File: config.mk
export PLATFORM = sky130hd
export DESIGN_NAME = rx_fifo_ring_ctrl
export DESIGN_NICKNAME = d
export VERILOG_FILES = /design/src/rtl/rx_ring_pkg.sv /design/src/rtl/rx_ring_ptr.sv /design/src/rtl/rx_fifo_ring_ctrl.sv
export SDC_FILE = /design/constraint.sdc
export NUM_CORES = 1
export LEC_CHECK = 0
export CELL_PAD_IN_SITES_DETAIL_PLACEMENT = 1
export CELL_PAD_IN_SITES_GLOBAL_PLACEMENT = 1
export CORE_MARGIN = 8
export CORE_UTILIZATION = 36
export DETAILED_ROUTE_END_ITERATION = 8
export PLACE_DENSITY_LB_ADDON = 0.1
export RECOVER_POWER = 50
export SLEW_MARGIN = 5
export SYNTH_ARGS = -nofsm -noshare
export SYNTH_HDL_FRONTEND = slang
export SYNTH_SLANG_ARGS = --single-unit
File: constraint.sdc
create_clock -name clk16x -period 5.14 [get_ports clk16x]
set_clock_uncertainty 0.05 [all_clocks]
set_input_delay 1.028 -clock clk16x [delete_from_list [all_inputs] [get_ports clk16x]]
set_output_delay 1.028 -clock clk16x [all_outputs]
set_load 0.05 [all_outputs]
File: src/rtl/rx_ring_pkg.sv
// Shared types and helpers for the receive packet-buffer ring controller.
// Holds the write-side state encoding and the pointer-to-enable decode.
package rx_ring_pkg;

    localparam int RING_NUM_FIFOS = 4;
    localparam int RING_PTR_W     = 2;
    localparam int RING_CNT_W     = 3;

    typedef enum logic [1:0] {
        W_IDLE = 2'd0,
        W_FILL = 2'd1,
        W_DROP = 2'd2
    } wr_state_t;

    function automatic logic [RING_NUM_FIFOS-1:0] onehot(input logic [RING_PTR_W-1:0] ptr);
        logic [RING_NUM_FIFOS-1:0] v;
        v      = '0;
        v[ptr] = 1'b1;
        return v;
    endfunction

endpackage

File: src/rtl/rx_ring_ptr.sv
// Wrap-around ring pointer; the ring size is a power of two, so the natural
// binary rollover provides the NUM_FIFOS-1 -> 0 wrap.
module rx_ring_ptr #(
    parameter int PTR_W = 2
) (
    input  logic             clk,
    input  logic             rst_n,
    input  logic             inc,
    output logic [PTR_W-1:0] ptr
);

    localparam logic [PTR_W-1:0] PTR_ONE = {{(PTR_W-1){1'b0}}, 1'b1};

    logic [PTR_W-1:0] ptr_q;
    logic [PTR_W-1:0] ptr_d;

    always_comb begin
        ptr_d = ptr_q;
        if (inc) begin
            ptr_d = ptr_q + PTR_ONE;
        end
    end

    always_ff @(posedge clk or negedge rst_n) begin
        if (!rst_n) begin
            ptr_q <= '0;
        end else begin
            ptr_q <= ptr_d;
        end
    end

    assign ptr = ptr_q;

endmodule

File: src/rtl/rx_fifo_ring_ctrl.sv
// Sequences the receive packet buffers as a ring between the Manchester decoder
// (writer) and the processor interface (reader), one packet per buffer.
module rx_fifo_ring_ctrl
    import rx_ring_pkg::*;
#(
    parameter int NUM_FIFOS = RING_NUM_FIFOS,
    parameter int PTR_W     = RING_PTR_W,
    parameter int CNT_W     = RING_CNT_W
) (
    input  logic                 clk16x,
    input  logic                 reset_n,
    input  logic                 wr_sop,
    input  logic                 wr_byte,
    input  logic                 wr_eop,
    input  logic                 wr_abort,
    input  logic                 rd_byte,
    input  logic                 rd_done,
    input  logic [NUM_FIFOS-1:0] rx_fifo_full,
    input  logic [NUM_FIFOS-1:0] rx_fifo_empty,
    output logic [NUM_FIFOS-1:0] irx_fifo_wr_en,
    output logic [NUM_FIFOS-1:0] irx_fifo_rd_en,
    output logic [NUM_FIFOS-1:0] fifo_rst,
    output logic [PTR_W-1:0]     readfifo_write_ptr,
    output logic [PTR_W-1:0]     readfifo_read_ptr,
    output logic [CNT_W-1:0]     pkt_count,
    output logic                 rx_packet_avail,
    output logic                 rx_fifo_overflow,
    output logic                 rx_fifo_underrun
);

    localparam logic [CNT_W-1:0] CNT_ONE = {{(CNT_W-1){1'b0}}, 1'b1};
    localparam logic [CNT_W-1:0] CNT_MAX = CNT_W'(NUM_FIFOS);

    wr_state_t              state_q, state_d;
    logic [CNT_W-1:0]       pkt_count_q, pkt_count_d;
    logic                   avail_q, avail_d;
    logic                   overflow_q, overflow_d;
    logic                   underrun_q, underrun_d;
    logic [NUM_FIFOS-1:0]   fifo_rst_q, fifo_rst_d;

    logic [PTR_W-1:0]       wp;
    logic [PTR_W-1:0]       rp;
    logic                   wp_inc;
    logic                   rp_inc;
    logic                   wr_go;
    logic                   wr_flush;
    logic                   wr_ovf;
    logic                   rd_go;
    logic                   rd_und;
    logic                   cnt_zero;
    logic                   cnt_full;

    assign cnt_zero = (pkt_count_q == '0);
    assign cnt_full = (pkt_count_q == CNT_MAX);

    rx_ring_ptr #(.PTR_W(PTR_W)) u_wr_ptr (
        .clk   (clk16x),
        .rst_n (reset_n),
        .inc   (wp_inc),
        .ptr   (wp)
    );

    rx_ring_ptr #(.PTR_W(PTR_W)) u_rd_ptr (
        .clk   (clk16x),
        .rst_n (reset_n),
        .inc   (rp_inc),
        .ptr   (rp)
    );

    // Write side: a new sop while filling kills the packet in progress.
    always_comb begin
        state_d  = state_q;
        wp_inc   = 1'b0;
        wr_go    = 1'b0;
        wr_flush = 1'b0;
        wr_ovf   = 1'b0;
        case (state_q)
            W_IDLE: begin
                if (wr_sop) begin
                    if (cnt_full) begin
                        state_d = W_DROP;
                        wr_ovf  = 1'b1;
                    end else begin
                        state_d = W_FILL;
                    end
                end
            end
            W_FILL: begin
                if (wr_abort || wr_sop) begin
                    wr_flush = 1'b1;
                    state_d  = W_IDLE;
                end else if (wr_eop) begin
                    wp_inc  = 1'b1;
                    state_d = W_IDLE;
                end else if (wr_byte) begin
                    if (rx_fifo_full[wp]) begin
                        wr_ovf   = 1'b1;
                        wr_flush = 1'b1;
                        state_d  = W_DROP;
                    end else begin
                        wr_go = 1'b1;
                    end
                end
            end
            W_DROP: begin
                if (wr_eop || wr_abort) begin
                    state_d = W_IDLE;
                end
            end
            default: state_d = W_IDLE;
        endcase
    end

    // Read side plus the shared count / flush / pulse bookkeeping.
    always_comb begin
        rd_go  = rd_byte && !cnt_zero && !rx_fifo_empty[rp];
        rp_inc = rd_done && !cnt_zero;
        rd_und = (rd_byte && !rd_go) || (rd_done && cnt_zero);

        pkt_count_d = pkt_count_q;
        if (wp_inc && !rp_inc) begin
            pkt_count_d = pkt_count_q + CNT_ONE;
        end else if (rp_inc && !wp_inc) begin
            pkt_count_d = pkt_count_q - CNT_ONE;
        end

        fifo_rst_d = '0;
        if (wr_flush) begin
            fifo_rst_d = fifo_rst_d | onehot(wp);
        end
        if (rp_inc) begin
            fifo_rst_d = fifo_rst_d | onehot(rp);
        end

        avail_d    = (pkt_count_d != '0);
        overflow_d = wr_ovf;
        underrun_d = rd_und;
    end

    always_ff @(posedge clk16x or negedge reset_n) begin
        if (!reset_n) begin
            state_q     <= W_IDLE;
            pkt_count_q <= '0;
            avail_q     <= 1'b0;
            overflow_q  <= 1'b0;
            underrun_q  <= 1'b0;
            fifo_rst_q  <= '1;
        end else begin
            state_q     <= state_d;
            pkt_count_q <= pkt_count_d;
            avail_q     <= avail_d;
            overflow_q  <= overflow_d;
            underrun_q  <= underrun_d;
            fifo_rst_q  <= fifo_rst_d;
        end
    end

    assign irx_fifo_wr_en     = wr_go ? onehot(wp) : '0;
    assign irx_fifo_rd_en     = rd_go ? onehot(rp) : '0;
    assign fifo_rst           = fifo_rst_q;
    assign readfifo_write_ptr = wp;
    assign readfifo_read_ptr  = rp;
    assign pkt_count          = pkt_count_q;
    assign rx_packet_avail    = avail_q;
    assign rx_fifo_overflow   = overflow_q;
    assign rx_fifo_underrun   = underrun_q;

endmodule

==> results.sh <==
export IMPL_p_total_uw=924
export IMPL_crit_family="buffers and inverters"
export IMPL_worst_setup_path_type="primary input to primary output"
export IMPL_yosysTopAreaCell="dfrtp_1"
export IMPL_portBuffers=37
export IMPL_h_tree_depth=1
export IMPL_crit_arrival_ps=3460
export IMPL_vias_per_cell=5.42
export IMPL_top_usage_layer="met2"
export IMPL_worst_pin_slew_ps=741
export IMPL_clk_latency_ps=300
export IMPL_antenna_found_initial=0
export IMPL_clk_pin_slew_ps=110
export IMPL_synth_top_cell_area_share_pct=27.7
export IMPL_ant_nets=0
export IMPL_grt_pass1_wl_mm=5.02
export IMPL_cp_max_fo=5
export IMPL_worst_endpoint_required_ps=4060
export IMPL_critPathSlowestCell="clkdlybuf4s50_1"
export IMPL_use_met3_pct=4.10
export IMPL_fmax_mhz=220
export IMPL_clock_sinks=16
export IMPL_startpoint="wr_sop"
export IMPL_hp_class="flip-flop to flip-flop"
export IMPL_cap_violations=0
export IMPL_grt_util_met2_pct=20.7
export IMPL_postCtsSetupBuffers=0
export IMPL_drive_above_1_share_pct=9.59
export IMPL_period_minus_slack_ps=4540
export IMPL_slowest_delay_ps=800
export IMPL_power_density_mw_per_mm2=606
export IMPL_rsz0062_at_grt="no"
export IMPL_cp_start_kind="primary input"
export IMPL_initial_utilization_pct=36.7
export IMPL_p_int_uw=454
export IMPL_power_frac_clock_pct=9.8
export IMPL_wl_mm=3.02
export IMPL_synthCells=107
export IMPL_clk_path_buf_depth=2
export IMPL_synth_cell_types=37
export IMPL_place_congestion=0.792
export IMPL_seq_area_frac_synth_pct=37.4
export IMPL_vias=971
export IMPL_grt_pass1_vias=1019
export IMPL_setup_viol=0
export IMPL_die_y_um=70.9
export IMPL_comb_power_share_pct=63.1
export IMPL_finalHoldViolations=0
export IMPL_die_w_um=70.9
export IMPL_cts_made_buffers=3
export IMPL_dp_hpwl_mm=2.45
export IMPL_diodes=0
export IMPL_swShare_pct=50.9
export IMPL_drt_iter0_markers=13
export IMPL_met1_usage_pct=14.4
export IMPL_die_area_mm2=0.00503
export IMPL_ys_ff_latch=16
export IMPL_syn_nets=134
export IMPL_hold_depth=2
export IMPL_crit_buf_inv=3
export IMPL_area_delta_synth_final_pct=40.5
export IMPL_coreArea_mm2=0.00295
export IMPL_hold_start="pkt_count[1]"
export IMPL_path_cells="dlygate4sd3_1 > nor4b_1 > clkbuf_1 > nand3_1 > nor2_1 > and2_1 > clkdlybuf4s50_1"
export IMPL_slew_viol_final=0
export IMPL_seqPwrFrac_pct=27.0
export IMPL_drc=0
export IMPL_timing_rr_start="pkt_count[0]"
export IMPL_grt_max_degree=17
export IMPL_wl_per_cell_um=16.9
export IMPL_relSlewSlack_pct=50.5
export IMPL_ys_warnings_count=0
export IMPL_std_cell_rows=20
export IMPL_path_depth=7
export IMPL_status="completed"
export IMPL_setup_tns_ps=0
export IMPL_globalRouteOverflowTotal=0
export IMPL_end_kind="primary output"
export IMPL_p_leak_nw=0.637
export IMPL_power_switching_uw=470
export IMPL_grtUsageTotal_pct=12.5
export IMPL_fin_nets=174
export IMPL_fin_crit_sh_pct=88.3
export IMPL_syn_cell_area_mm2=0.00108
export IMPL_syn_area_per_cell_um2=10.1
export IMPL_synth_area_top_cells="dfrtp_1 (28%), ha_1 (13%), dfstp_2 (9.7%), and2_1 (4.6%), mux4_2 (4.2%)"
export IMPL_ctsHoldBuffers=0
export IMPL_io_pins=38
export IMPL_clockRootBuffer="clkbuf_4"
export IMPL_dr_pass1_iters=2
export IMPL_ir_worst_vdd_mv=0.277
export IMPL_cts_resized=0
export IMPL_r2r_cells=6
export IMPL_cts_tree="done"
[cells in the final DEF (no fill, tap or decap), drive strengths merged, types with 2 or more instances in the layout]
master / netlist / routed
nor2: 8 / 8
nand2b: 2 / 2
a22o: 5 / 5
clkdlybuf4s50: 0 / 32
o31ai: 2 / 2
inv: 8 / 8
a22oi: 2 / 2
nand3: 3 / 3
o21ai: 3 / 3
and2: 8 / 8
o211ai: 3 / 3
dlygate4sd3: 0 / 5
nor3b: 3 / 3
xnor2: 3 / 3
o2111ai: 2 / 2
mux4: 2 / 2
clkbuf: 2 / 5
dfrtp: 12 / 12
dfstp: 4 / 4
a211oi: 2 / 2
nand2: 7 / 7
ha: 11 / 11
[worst reg2reg max path: cells and delay by family (launching register included)]
kind	cells	cell delay [ps]
buffers and inverters	1	110
AO/OA/AOI/OAI	2	790
flip-flops	1	520
AND/OR/NAND/NOR	2	280
adder cells (fa/ha/maj)	1	250
[worst paths after layout]
path,endpoint,slack [ps]
min in group asynchronous,state_q[0],1170
max,irx_fifo_wr_en[1],600
max in group asynchronous,u_wr_ptr.ptr[1],3410
min reg2reg,pkt_count[1],590
max reg2reg,rx_packet_avail,3050
min,pkt_count[1],590
[synth_stat cells, drive strengths merged]
| cell type | count |
|---|---|
| a211o | 1 |
| a211oi | 2 |
| a21oi | 1 |
| a22o | 5 |
| a22oi | 2 |
| and2 | 8 |
| and4 | 1 |
| and4b | 1 |
| buf | 1 |
| clkbuf | 2 |
| dfrtp | 12 |
| dfstp | 4 |
| ha | 11 |
| inv | 8 |
| mux2 | 1 |
| mux4 | 2 |
| nand2 | 7 |
| nand2b | 2 |
| nand3 | 3 |
| nand4 | 1 |
| nor2 | 8 |
| nor2b | 1 |
| nor3 | 1 |
| nor3b | 3 |
| nor4 | 1 |
| nor4b | 1 |
| o2111ai | 2 |
| o211ai | 3 |
| o21a | 1 |
| o21ai | 3 |
| o21bai | 1 |
| o31ai | 2 |
| or2b | 1 |
| or4b | 1 |
| xnor2 | 3 |
[sequential cells by signal (all words and copies together) (netlist names)]
name,count
u_rd_ptr.ptr,2
state_q,2
rx_fifo_underrun,1
rx_packet_avail,1
pkt_count,3
rx_fifo_overflow,1
fifo_rst,4
u_wr_ptr.ptr,2
[stage by stage]
| stage | worst slack, ps | instances | instance area (um2) | utilization (%) | hold slack (ps) |
|---|---|---|---|---|---|
| finish | 601 | 179 | 1520 | 51.6 | 590 |
| global route | 402 | 179 | 1520 | 51.6 | 642 |
| CTS | 717 | 179 | 1530 | 51.7 | 603 |
| detailed placement | 737 | 175 | 1490 | 50.5 | 574 |
| global placement | 738 | 175 | 1490 | 50.5 | 555 |
| floorplan | 1750 | 107 | 1080 | - | 565 |
[per-layer routing]
metal  up-vias  wire, um
li1        465         -
met4         0        40
met5         -         0
met2        25      1460
met3         4       191
met1       477      1330
[power by group through the flow]
| stage | sequential [mW] | combinational, mW | clock [mW] |
|---|---|---|---|
| 4_1_cts | 0.252 | 0.593 | 0.0956 |
| 2_1_floorplan | 0.402 | 0.250 | 0 |
| 3_3_place_gp | 0.251 | 0.577 | 0 |
| 6_report | 0.250 | 0.583 | 0.0908 |
| 5_1_grt | 0.261 | 0.630 | 0.0997 |
| 3_5_place_dp | 0.254 | 0.590 | 0 |
[final cells by class]
class	instances	area (um2)
clock buffer	4	36.3
fill	336	1430
inverter	8	30.0
multi-input combinational	80	637
sequential	16	405
tap	33	41.3
timing repair buffer	38	374
[kinds of logic (layout without fill, tap and decap cells)]
logic type / after synthesis / after routing / synth area share [%]
buffers and inverters: 11 / 50 / 3.92
DFF: 16 / 16 / 37.4
and+or+nand+nor: 40 / 40 / 20.8
muxes: 3 / 3 / 5.19
xor gates and xnor gates: 3 / 3 / 2.42
AOI/OAI and AO/OA: 23 / 23 / 17.6
adders and majority gates: 11 / 11 / 12.7
(Power assumes the default switching activity.)
